===== src/rtl/vector_op_arbiter.sv =====
// Round-robin sequencer sharing one combinational vector unit among NREQ requesters.
// One operand in flight: accept, hold for SETTLE cycles, capture, return tagged response.
module vector_op_arbiter #(
   parameter  int NREQ   = 4,
   parameter  int SETTLE = 1,
   localparam int IDW    = $clog2(NREQ)
) (
   input  logic                clk,
   input  logic                rst_n,
   input  logic [NREQ-1:0]     req_valid,
   input  logic [8*NREQ-1:0]   req_data,
   output logic [NREQ-1:0]     req_ready,
   output logic [7:0]          vec_data,
   input  logic                vec_res1,
   input  logic [3:0]          vec_res2,
   input  logic [0:7]          vec_res3,
   output logic                rsp_valid,
   input  logic                rsp_ready,
   output logic [IDW-1:0]      rsp_id,
   output logic                rsp_res1,
   output logic [3:0]          rsp_res2,
   output logic [0:7]          rsp_res3,
   output logic                busy
);

   typedef enum logic [1:0] {IDLE, DRIVE, RESP} state_t;

   state_t                 state, state_nx;
   logic [IDW-1:0]         last;
   logic [3:0]             cnt;
   logic [IDW-1:0]         win;
   logic                   found;
   logic [NREQ-1:0][7:0]   ops;

   assign ops = req_data;

   function automatic logic [IDW-1:0] rr_idx(input logic [IDW-1:0] base, input int k);
      int s;
      s = int'(base) + k;
      if (s >= NREQ) s = s - NREQ;
      return s[IDW-1:0];
   endfunction

   // first valid requester scanning upward from last+1, wrapping
   always_comb begin
      found = 1'b0;
      win   = '0;
      for (int k = 1; k <= NREQ; k++) begin
         if (!found && req_valid[rr_idx(last, k)]) begin
            found = 1'b1;
            win   = rr_idx(last, k);
         end
      end
   end

   // rst_n gating keeps grants quiet while reset is held
   always_comb begin
      req_ready = '0;
      if (rst_n && state == IDLE && found) req_ready[win] = 1'b1;
   end

   assign busy = (state != IDLE);

   always_comb begin
      state_nx = state;
      case (state)
         IDLE:    if (found)          state_nx = DRIVE;
         DRIVE:   if (cnt == 4'd1)    state_nx = RESP;
         RESP:    if (rsp_ready)      state_nx = IDLE;
         default:                     state_nx = IDLE;
      endcase
   end

   always_ff @(posedge clk or negedge rst_n) begin
      if (!rst_n) state <= IDLE;
      else        state <= state_nx;
   end

   always_ff @(posedge clk or negedge rst_n) begin
      if (!rst_n) begin
         last      <= IDW'(NREQ - 1);
         vec_data  <= 8'h00;
         cnt       <= 4'd0;
         rsp_valid <= 1'b0;
         rsp_id    <= '0;
         rsp_res1  <= 1'b0;
         rsp_res2  <= 4'h0;
         rsp_res3  <= 8'h00;
      end else begin
         case (state)
            IDLE: if (found) begin
               vec_data <= ops[win];
               rsp_id   <= win;
               last     <= win;
               cnt      <= 4'(SETTLE);
            end
            DRIVE: begin
               cnt <= cnt - 4'd1;
               if (cnt == 4'd1) begin
                  rsp_res1  <= vec_res1;
                  rsp_res2  <= vec_res2;
                  rsp_res3  <= vec_res3;
                  rsp_valid <= 1'b1;
               end
            end
            RESP: if (rsp_ready) rsp_valid <= 1'b0;
            default: ;
         endcase
      end
   end

endmodule


===== config.mk =====
export PLATFORM = sky130hd
export DESIGN_NAME = vector_op_arbiter
export DESIGN_NICKNAME = d
export VERILOG_FILES = /design/src/rtl/vector_op_arbiter.sv
export SDC_FILE = /design/constraint.sdc
export NUM_CORES = 1
export LEC_CHECK = 0
export CAP_MARGIN = 20
export CORE_MARGIN = 2
export CORE_UTILIZATION = 38
export DETAILED_ROUTE_END_ITERATION = 16
export PLACE_DENSITY = 0.87
export SLEW_MARGIN = 20
export SYNTH_ARGS = -nofsm -noshare
export SYNTH_HDL_FRONTEND = slang
export SYNTH_SLANG_ARGS = --single-unit

===== constraint.sdc =====
create_clock -name clk -period 1.96 [get_ports clk]
set_clock_uncertainty 0.15 [all_clocks]
set_input_delay 0.294 -clock clk [delete_from_list [all_inputs] [get_ports clk]]
set_output_delay 0.294 -clock clk [all_outputs]
set_load 0.02 [all_outputs]

* Word-level counts from Yosys, hierarchy flattened *
Index checks and enable logic that the tools add are counted.
Widths: inputs -> output; s select.

storage, ports and cells
  bits in registers = 32
  input bits = 52
  output and inout bits = 29
  word-level logic and storage cells = 86

cells by class
  add/subtract/negate cells = 9
  order comparisons = 10
  eq/ne operators = 6
  muxes and demuxes = 34
  reduce and logical (&&, ||, !) cells = 18

operators by type and width
  operator             count
  $mux 2               11
  $bmux 8 s2           1
  $lt 2x3->1 const B   5
  $mux 1               11
  $ge 3x3->1 const B   3
  $bmux 1 s2           4
  $mux 4               2
  $mux 8               1
  $pmux 4 s2           1
  $sub 2x1->2 const B  4
  $add 2x2->3 const B  2
  $logic_and 1x1->1    6
  $ne 2x2->1 const B   3
  $pmux 2 s3           1
  $reduce_and 2->1     3
  $reduce_and 3->1     2
  $reduce_bool 2->1    3
  $add 2x3->4 const B  1
  $eq 4x1->1 const B   1
  $ge 4x3->1 const B   1
  $sub 4x1->4 const B  1
  $add 2x1->3 const B  1
  $logic_not 1->1      3
  $demux 1 s2          1
  other kinds (5)      5

* Logic depth before layout (Yosys ltp) *
Gate-level depths: netlist (run 1).

  word-level depth = 20
  gate-level depth with buffers = 7
  mapped depth without buffers = 5

* Worst setup path after synthesis (run 1) *
No wires, ideal clock.

  path kind = register -> output
  start = reg last[1]
  end = out req_ready[1]
  arrival = 1782 ps
  data required time = 1516 ps
  slack = -266 ps
  stages on the path, launching flop included = 7
  buffers on the path = 2
  path through = dfstp_2 > buf_6 > and2b_1 > o22ai_2 > a21o_4 > buf_4 > nor2b_1

on the way
  word-level cells in the longest chain between the ends = 20

RTL lines
  element                                                         line  RTL
  from (decl)                                                     29    logic [IDW-1:0] last;
  from (signal assigned)                                          81    last <= IDW'(NREQ - 1);
  from (signal assigned)                                          94    last <= win;
  $add 2x1->3                                                     39    s = int'(base) + k;
  $ge 3x3->1 or $sub 2x1->2 (tied branches)                       40    if (s >= NREQ) s = s - NREQ;
  $mux 2                                                          40
  $bmux 1 s2                                                      49    if (!found && req_valid[rr_idx(last, k)]) begin
  $mux 1 (not written as such)                                    49
  $mux 1                                                          49
  $logic_not 1->1                                                 49
  $logic_and 1x1->1                                               49
  (+4 left out)                                                   --
  $logic_not 1->1                                                 49
  $logic_and 1x1->1                                               49
  $mux 2                                                          49
  $lt 2x3->1 (not written as such) or $ge 2x1->1 (tied branches)  59    if (rst_n && state == IDLE && found) req_ready[win] = 1'b1;
  $logic_and 1x1->1 (not written as such)                         59
  $mux 1 (not written as such)                                    59
  $demux 1 s2                                                     59
  $mux 4 (*)                                                      59
  to (decl)                                                       12    output logic [NREQ-1:0] req_ready,

Mark *: on every way between the ends. The rest lies on a longest branch, timed or not. The select of a mux whose other input is x is not followed.

* Worst setup path after layout (run 1) *
Same ends and word-level chain as after synthesis.

==> results of run 1 <==
-- kinds of logic (layout without fill, tap and decap cells) --
| kind of cell | Yosys count | count (layout) | synth area share, % |
|---|---|---|---|
| DFF | 32 | 32 | 44.7 |
| adders and majority gates | 2 | 2 | 1.39 |
| AOI/OAI and AO/OA | 39 | 39 | 20.3 |
| xor gates and xnor gates | 1 | 1 | 0.487 |
| and+or+nand+nor | 38 | 38 | 12.0 |
| muxes | 25 | 25 | 15.0 |
| buffers and inverters | 20 | 135 | 6.12 |
-- cells in the final DEF, fill, tap and decap left out, types with 2 or more instances in the layout --
cell type,count
clkdlybuf4s50_1,73
buf_4,31
dfrtp_1,30
mux2_2,16
a211oi_2,15
inv_1,12
nor2_1,11
a211oi_1,9
nand2_1,7
mux2i_1,7
clkbuf_8,5
a21oi_1,4
buf_6,4
nor2_4,3
o21ai_0,3
dlygate4sd2_1,3
and2_4,2
nor2b_4,2
nand3_4,2
nor3_1,2
ha_1,2
dfstp_2,2
buf_12,2
-- cells in the mapped netlist, types with 2 or more instances --
master    number  area, um^2
a211oi_1      13        97.6
a211oi_2      11         138
a21oi_1        4        20.0
buf_6          2        22.5
dfrtp_1       30         751
dfstp_2        2        52.6
ha_1           2        25.0
inv_1         12        45.0
mux2_2        16         180
mux2i_1        9        90.1
nand2_1        7        26.3
nor2_1        13        48.8
nor2b_1        3        18.8
nor3_1         2        10.0
o21ai_0        3        15.0
-- registers in the layout, indices dropped and copies added, names as in the netlist --
name       flops
rsp_valid      1
cnt            4
rsp_res2       4
rsp_res1       1
vec_data       8
rsp_id         2
rsp_res3       8
last           2
state          2
-- metrics by stage --
step | hold slack [ps] | setup slack (ps) | TNS (ps) | utilization, % | power [W]
after detailed placement | 343 | -898 | -9460 | 62.5 | 0.00405
after global placement | 337 | -857 | -8720 | 62.5 | 0.00397
final | 298 | -322 | -2660 | 67.2 | 0.00484
after global routing | 312 | -381 | -3620 | 67.2 | 0.00513
after CTS | 291 | -388 | -1780 | 66.6 | 0.00482
after floorplan | -152 | -35.8 | -185 | - | 0.00292
-- power breakdown --
group          switching (W)  leakage [nW]  internal, W
Sequential          0.000211         0.371      0.00102
Clock               0.000263        0.0552     0.000377
Combinational        0.00141         0.874      0.00156
Total                0.00188          1.30      0.00296
-- repair_timing --
action | CTS | global route
buffers inserted | 3 | 1
pin swaps | 4 | 2
setup endpoints to repair | 16 | 13
gates resized for setup | 39 | 3
-- worst max-delay path, cell delays in order (launching register included) --
cell and delay (ps):
dfstp_2 400, and2_4 140, o32a_1 300, and2_4 170
nand3b_1 260, nor2b_4 160, buf_6 120
-- layer usage --
| layer | global-route usage, % | vias up | wire length [um] |
|---|---|---|---|
| li1 | - | 795 | - |
| met5 | 0 | - | 0 |
| met3 | 4.42 | 14 | 250 |
| met2 | 34.6 | 43 | 2660 |
| met1 | 23.2 | 767 | 2010 |
| met4 | 10.9 | 0 | 178 |
-- worst max-delay path by stage --
| stage | from | endpoint | depth (start not counted) | slack [ps] |
|---|---|---|---|---|
| 6_report | last[1] | req_ready[1] | 6 | -320 |
| 5_1_grt | last[1] | req_ready[1] | 6 | -380 |
| 4_1_cts | last[1] | req_ready[1] | 6 | -390 |
| 3_5_place_dp | req_valid[1] | req_ready[1] | 7 | -900 |
| 3_3_place_gp | req_valid[1] | req_ready[3] | 8 | -860 |
| 2_1_floorplan | last[1] | req_ready[1] | 6 | -40 |
-- cell type report --
class	count	area share, %
clock inverters	2	1.13
multi-input cells	105	32.4
repair buffers	113	34.5
flip-flops and latches	32	25.8
well taps	54	2.17
clock buffers	6	2.33
inverters	14	1.69
==> out/metrics.cfg, run 1 <==
[run_status]
outcome=finished, violations left
failed_checks=negative setup slack

[floorplanning]
core_um2=4630
rows=25
die_area_um2=5300
io_pins=81
start_util_pct=38.8
fp.dieH_um=72.8
dieWidth_um=72.8

[worst_setup_path]
startpoint_type=flip-flop
r2r_cells=7
r2r_start=last[1]
worstSetupPathType=flip-flop to output port
reg2reg_slack_ps=-210
arrival_ps=1840
cp_max_fo=5
end_kind=output port
rr_endpoint=vec_data[2]
crit_required_ps=1520

[synth]
netlist-cell-type-count=43
seq_area_frac_synth_pct=44.7
synthesis.nets=211
synth_seq_cells=32
postSynthCellCount=157
yosys_warnings=0
syn-cell-area_um2=1800
async_flop_share_pct=100
syn_area_per_cell_um2=11.5
synth_ff_type=dfrtp_1
synth-edff-count=0

[layout]
fin_nets=325
area_delta_synth_final_pct=73.1
final_cells=326
seqCellArea_um2=803
n_antenna_cell=0
n_fill_cell=334
layout-drive-gt1-share_pct=35.7
fin_area_um2=3110
multi_input_area_um2=1010

[drt]
wirelength_mm=5.09
firstDrtPassIters=4
wl_per_cell_um=15.6
drtIter0Drc=79
via_count=1619
drc_errors=0
via_per_inst=4.97
antenna_left=0

[timing]
final-max-slew-violation-count=0
worst_pin_slew_ps=350
max_slew_margin_pct=76.6
rsz0062_at_grt=yes
setup_viol=13
finalWorstSetupSlack_ps=-322
max_freq_ghz=0.438
fin_crit_sh_pct=116
period_minus_slack_ps=2280
hold_violations=0

[clock_network]
htreeDepth=2
cts_root_buf=clkbuf_8
cts.reportedPaths.clkPinSlew_ps=70
clock_sinks=32
insertion_delay_ps=290
cts_buffers=5
cts_buffer_depth=2
cts_tree=done
hold_buffers=0

[place]
dpl_cell_area_um2=2900
gp_congestion=0.751
place_inst=314
dp_hpwl_mm=3.67
place.port_buffers=80

[hold_path]
hold_path_class=input port to asynchronous set/reset pin

[global_route]
grt.overflow.total=0
grt_max_degree=27
grt_pass1_wl_mm=8.11
grt_pass1_vias=1723
grt_antenna_before_repair=0
grt_use_total_pct=20.1

[pwr]
ir_drop_v=0.000901
leakage_nw=1.30
powerDensity_nw_per_um2=1560

[flow_run]
cap_violations=0

Power figures use the tool's default switching activity.
==> run 2: changes to the inputs <==
--- a/config.mk
+++ b/config.mk
@@ -9,7 +9,8 @@
 export CORE_MARGIN = 2
 export CORE_UTILIZATION = 38
 export DETAILED_ROUTE_END_ITERATION = 16
-export PLACE_DENSITY = 0.87
+export PLACE_DENSITY_LB_ADDON = 0.12
+export SKIP_LAST_GASP = 1
 export SLEW_MARGIN = 20
 export SYNTH_ARGS = -nofsm -noshare
 export SYNTH_HDL_FRONTEND = slang
==> run 2 against run 1 <==
  * The run still ends with negative setup slack left
  * Register-to-register slack better by 50 ps
  * Clock power is 2% lower
  * Count of clock-buffer cells in the layout stayed put
  * Sequential share of layout area is 0.083 points higher
  * Combinational power is 1% lower
  * Power is 1.2% lower
  * Non-clock buffer count is 4 lower
  * Sequential cell count stayed put
  * Utilization is 0.22 points lower
  * Routed wire length is 7.4% lower
  * Critical path depth stayed put
==> out/metrics.cfg, run 2 (synthesized netlist as in run 1, its figures left out) <==
[pwr]
p_int_w=0.00296  ; about the same
p_switching_w=0.00182  ; -3.3%
leakage_nw=1.28  ; -1.4%
pwr-share-clk_pct=13.1  ; about the same
powerDensity_nw_per_um2=1540  ; -0.93%
power.share.combinational_pct=61.3  ; about the same
total_power_w=0.00478  ; -1.2%
swShare_pct=38.1  ; -0.81 points
p_seq_share_pct=25.6  ; about the same
ir_drop_v=0.000909  ; +0.89%

[layout]
area_delta_synth_final_pct=72.6
reg.largest.list=rsp_res3 x8, vec_data x8
layout-drive-gt1-share_pct=35.8  ; +0.16 points
fin_nets=321  ; -1.2%
final_cells=322  ; -1.2%
postLayoutCoreUtil_pct=67.0  ; -0.22 points
fin_area_um2=3100  ; -0.32%
n_antenna_cell=0  ; unchanged
final_cell_mix=72 x clkdlybuf4s50_1, 30 x dfrtp_1, 24 x buf_4, 16 x a211oi_2, 16 x mux2_2
n_fill_cell=374  ; +12%
layout_commonest_cell=clkdlybuf4s50_1

[global_route]
grt_max_degree=30  ; +11%
grt_pass1_vias=1681  ; -2.4%
grt.overflow.total=0  ; unchanged
grt_antenna_before_repair=0  ; unchanged
grt_pass1_wl_mm=7.49  ; -7.7%
grt_use_total_pct=18.6  ; -1.5 points

[clock_network]
insertion_delay_ps=290  ; about the same
cts_buffer_depth=2  ; unchanged
clock_sinks=32  ; unchanged
cts_buffers=5  ; unchanged
htreeDepth=2  ; unchanged
cts_root_buf=clkbuf_8
cts.reportedPaths.clkPinSlew_ps=60  ; about the same
cts_tree=done

[place]
dp_hpwl_mm=3.44  ; -6.2%
place.port_buffers=80  ; unchanged
place_inst=309  ; -1.6%
dpl_cell_area_um2=2850  ; -1.5%
gp_congestion=0.765  ; +1.9%

[floorplanning]
fp.dieH_um=72.8  ; unchanged
start_util_pct=38.8  ; unchanged
die_area_um2=5300  ; unchanged
core_um2=4630  ; unchanged
dieWidth_um=72.8  ; unchanged
io_pins=81  ; unchanged
rows=25  ; unchanged

[run_status]
outcome=finished, violations left
failed_checks=negative setup slack

[drt]
via_per_inst=5.02  ; +1.1%
drc_errors=0  ; unchanged
via_count=1616  ; -0.19%
wl_per_cell_um=14.6  ; -6.3%
drtIter0Drc=52  ; -34%
wirelength_mm=4.71  ; -7.4%
firstDrtPassIters=4  ; unchanged
antenna_left=0  ; unchanged

[timing]
setup_viol=13  ; unchanged
rsz0062_at_grt=yes
fin_crit_sh_pct=118  ; +1.3 points
tns_ps=-2450  ; +212 ps
max_freq_ghz=0.433  ; -1.1%
final-max-slew-violation-count=0  ; unchanged
max_slew_margin_pct=74.4  ; -2.3 points
hold_violations=0  ; unchanged
worst_pin_slew_ps=384  ; +33.9 ps
finalWorstSetupSlack_ps=-348  ; -25.4 ps
period_minus_slack_ps=2310  ; +25.4 ps

[worst_setup_path]
startpoint_type=flip-flop
cp_max_fo=6  ; +1
end_kind=output port
crit_required_ps=1520  ; about the same
worstSetupPathType=flip-flop to output port
reg2reg_slack_ps=-160  ; +50 ps
arrival_ps=1860  ; +20 ps

[flow_run]
cap_violations=0  ; unchanged

[hold_path]
hold_path_class=flip-flop to flip-flop

## run 2: worst paths after layout
path | to | cells after the start | start
worst min register to register | rsp_res3[5] | 1 | rsp_res3[5]
min in group asynchronous | rsp_id[1] | 3 | rst_n
worst max-delay path | req_ready[1] | 6 | last[1]
max in group asynchronous | last[0] | 3 | rst_n
worst max register to register | vec_data[0] | 7 | last[1]
worst min-delay path | rsp_res3[5] | 1 | rsp_res3[5]
## run 2: through the flow
| stage | hold WS, ps | worst slack, ps |
|---|---|---|
| after floorplan | -152 | -35.8 |
| after global placement | 117 | -905 |
| after detailed placement | 121 | -913 |
| after CTS | 358 | -353 |
| after global routing | 376 | -433 |
| final | 353 | -348 |
## run 2: area by class of cell
class / count / area (um^2) / share of cell area (%)
Tap cell: 54 / 67.6 / 2.18
Multi-Input combinational cell: 105 / 995 / 32.1
Inverter: 14 / 52.6 / 1.69
Clock buffer: 6 / 72.6 / 2.34
Sequential cell: 32 / 803 / 25.9
Timing Repair Buffer: 109 / 1080 / 34.7
Clock inverter: 2 / 35.0 / 1.13
## run 2: power groups by stage
stage / logic (W) / clock network, W / registers (W)
floorplan: 0.00139 / 0 / 0.00153
global placement: 0.00271 / 0 / 0.00122
detailed placement: 0.00274 / 0 / 0.00124
CTS: 0.00280 / 0.000649 / 0.00123
global route: 0.00315 / 0.000676 / 0.00127
finish: 0.00293 / 0.000628 / 0.00122
## run 2: routing by layer
metal  up-vias  track usage [%]  wire, um  share of wire, %
li1        783                -         -                 -
met1       757             21.5      1940                41
met2        69             30.2      2210                47
met3         7             9.53       512                11
met4         0             5.76        55               1.2
met5         -                0         0                 0
## run 2: what timing repair did
| action | in CTS | in global routing |
|---|---|---|
| pin swaps | 4 | 2 |
| hold buffers | 1 | 0 |
| setup endpoints to repair | 13 | 15 |
| gates resized for setup | 33 | 9 |
| endpoints found under the hold margin | 31 | 0 |
| gates cloned | 0 | 2 |
| buffers inserted | 1 | 1 |
## run 2: critical path, cell delays in order, from the launching register on
cell and delay (ps):
dfstp_2 590, and3_2 190, a31oi_1 60, and2_4 190, nand3b_1 260, nor2b_4 170, buf_6 120
==> run 3: changes to the inputs <==
--- a/config.mk
+++ b/config.mk
@@ -6,8 +6,11 @@
 export NUM_CORES = 1
 export LEC_CHECK = 0
 export CAP_MARGIN = 20
+export CELL_PAD_IN_SITES_DETAIL_PLACEMENT = 0
+export CELL_PAD_IN_SITES_GLOBAL_PLACEMENT = 1
 export CORE_MARGIN = 2
-export CORE_UTILIZATION = 38
+export CORE_UTILIZATION = 28
+export CTS_CLUSTER_DIAMETER = 60
 export DETAILED_ROUTE_END_ITERATION = 16
 export PLACE_DENSITY_LB_ADDON = 0.12
 export SKIP_LAST_GASP = 1
==> run 3 against run 2 <==
  * The flow still finishes with violations (negative setup slack)
  * Die area rose by 34%
  * Global-route usage shrank 3.5 points
  * Clock power rose by 1%
  * Critical path depth unchanged
  * Count of clock-buffer cells in the layout is 1 lower
  * Sequential power is essentially flat
  * Sequential cell count unchanged
  * Combinational power up 11%
  * Non-clock buffer count rose by 3
  * Utilization shrank 15 points
  * First-iteration DRC count shrank 50%
  * Largest cell class unchanged
  * Register-to-register slack about the same
==> out/metrics.cfg, run 3 (synthesized netlist as in run 1, its figures left out) <==
[pwr]
power.share.combinational_pct=63.6  ; +2.3 points
pwr-share-clk_pct=12.5  ; -0.6 points
p_seq_share_pct=23.9  ; -1.7 points
p_int_w=0.00314  ; +5.9%
total_power_w=0.00511  ; +6.8%
ir_drop_v=0.000762  ; -16%
p_switching_w=0.00197  ; +8.1%
leakage_nw=1.32  ; +3.1%
swShare_pct=38.6  ; +0.48 points
powerDensity_nw_per_um2=1560  ; +1.3%

[floorplanning]
fp.dieH_um=84.1  ; +16%
io_pins=81  ; unchanged
dieWidth_um=84.1  ; +16%
die_area_um2=7080  ; +34%
rows=29  ; +16%
start_util_pct=28.6  ; -10 points
core_um2=6280  ; +36%

[place]
dp_hpwl_mm=3.65  ; +6.1%
gp_congestion=0.778  ; +1.6%
place.port_buffers=80  ; unchanged

[layout]
n_antenna_cell=0  ; unchanged
final_cell_mix=72 x clkdlybuf4s50_1, 30 x dfrtp_1, 25 x buf_4, 14 x mux2_2, 12 x a211oi_2
reg.largest.list=rsp_res3 x8, vec_data x8
layout_commonest_cell=clkdlybuf4s50_1
postLayoutCoreUtil_pct=52.1  ; -15 points
area_delta_synth_final_pct=81.9
fin_nets=325  ; +1.2%
layout-drive-gt1-share_pct=38.2  ; +2.4 points
n_fill_cell=564  ; +51%

[timing]
hold_violations=0  ; unchanged
worst_pin_slew_ps=478  ; +94.2 ps
max_slew_margin_pct=67.9  ; -6.5 points
rsz0062_at_grt=yes
setup_viol=14  ; +1
max_freq_ghz=0.441  ; +1.9%
period_minus_slack_ps=2270  ; -42.3 ps
final-max-slew-violation-count=0  ; unchanged
fin_crit_sh_pct=116  ; -2.2 points
finalWorstSetupSlack_ps=-305  ; +42.3 ps

[clock_network]
cts_buffers=5  ; unchanged
insertion_delay_ps=280  ; about the same
htreeDepth=2  ; unchanged
clock_sinks=32  ; unchanged
cts_buffer_depth=2  ; unchanged
cts_tree=done
cts_root_buf=clkbuf_8
cts.reportedPaths.clkPinSlew_ps=70  ; about the same

[worst_setup_path]
cpPeakStageDelay_ps=590  ; about the same
r2r_start=last[1]
startpoint_type=flip-flop
arrival_ps=1820  ; -40 ps
cp_num_buf_inv=1  ; unchanged
crit_family=simple AND/OR/NAND/NOR gates
critPathSlowestCell=dfstp_2
crit_required_ps=1520  ; about the same
worstSetupPathType=flip-flop to output port
path_cells=and3_4 -> a31oi_2 -> and2_4 -> nand3b_1 -> nor2_4 -> buf_6
startpoint=last[1]
end_kind=output port
cp_max_fo=5  ; -1

[hold_path]
hold_path_class=flip-flop to flip-flop
min-delay-start=rsp_res2[3]

[drt]
firstDrtPassIters=3  ; -1
met1_length_mm=2.29  ; +18%
drtIter0Drc=26  ; -50%
met3_wirelength_um=445  ; -13%
wirelength_mm=5.24  ; +11%
top_layer=met4
dr_wl_met2_mm=2.47  ; +12%
via_per_inst=4.66  ; -7.2%
drc_errors=0  ; unchanged
wl_per_cell_um=15.0  ; +2.5%
via_count=1625  ; +0.56%
antenna_left=0  ; unchanged

[global_route]
grt_antenna_before_repair=0  ; unchanged
grt_pass1_wl_mm=8.49  ; +13%
grt.overflow.total=0  ; unchanged
grt_max_degree=33  ; +10%
grt_use_total_pct=15.1  ; -3.5 points
grt_pass1_vias=1741  ; +3.6%

[flow_run]
cap_violations=0  ; unchanged

[run_status]
failed_checks=negative setup slack
outcome=finished, violations left

run 3: worst paths after layout:
check                      slack (ps)  cells after the start           end
max                              -310                      6  req_ready[0]
min                               360                      1   rsp_res2[3]
max reg2reg                      -170                      7   vec_data[6]
min reg2reg                       360                      1   rsp_res2[3]
max in group asynchronous         800                      3       last[1]
min in group asynchronous         540                      3      state[1]
run 3: stage by stage:
step | setup WS [ps] | hold WS (ps) | TNS [ps] | cells | cell area, um^2
2_1_floorplan | -35.8 | -152 | -185 | 157 | 1860
3_3_place_gp | -811 | 292 | -9090 | 333 | 2890
3_5_place_dp | -840 | 299 | -9460 | 333 | 2890
4_1_cts | -364 | 359 | -2550 | 348 | 3230
5_1_grt | -399 | 378 | -3290 | 349 | 3270
6_report | -305 | 356 | -2400 | 349 | 3270
run 3: area by class of cell:
cell class / instances / area [um^2] / area share, %
tap: 77 / 96.3 / 2.95
clock inverter: 3 / 42.5 / 1.30
sequential: 32 / 803 / 24.6
timing repair buffer: 112 / 1130 / 34.5
inverter: 14 / 52.6 / 1.61
multi-input combinational: 106 / 1080 / 33.0
clock buffer: 5 / 68.8 / 2.10
run 3: power by group through the flow:
| stage | clock, W | sequential, W | combinational, W |
|---|---|---|---|
| after floorplan | 0 | 0.00153 | 0.00139 |
| after global placement | 0 | 0.00122 | 0.00281 |
| after detailed placement | 0 | 0.00123 | 0.00282 |
| after CTS | 0.000662 | 0.00122 | 0.00325 |
| after global routing | 0.000691 | 0.00127 | 0.00347 |
| final | 0.000637 | 0.00122 | 0.00325 |
run 3: worst register-to-register path: stages, from the launching register on:
cell      delay, ps
dfstp_2         590
mux2i_2         280
o32ai_4         130
a21o_4          240
buf_8           160
buf_16          140
mux2i_4         180
a211oi_2        170
run 3: what timing repair did:
action	4_1_cts	5_1_grt
cloned	4	0
hold buffers	1	0
endpoints found under the hold margin	15	0
buffers inserted	3	3
endpoints found under the setup margin	17	19
pin swaps	20	4
resized for setup	50	13
run 3: layer usage:
layer | track usage (%) | vias to the layer above
li1 | - | 795
met1 | 19.1 | 759
met2 | 24.9 | 66
met3 | 5.70 | 5
met4 | 3.08 | 0
met5 | 0 | -
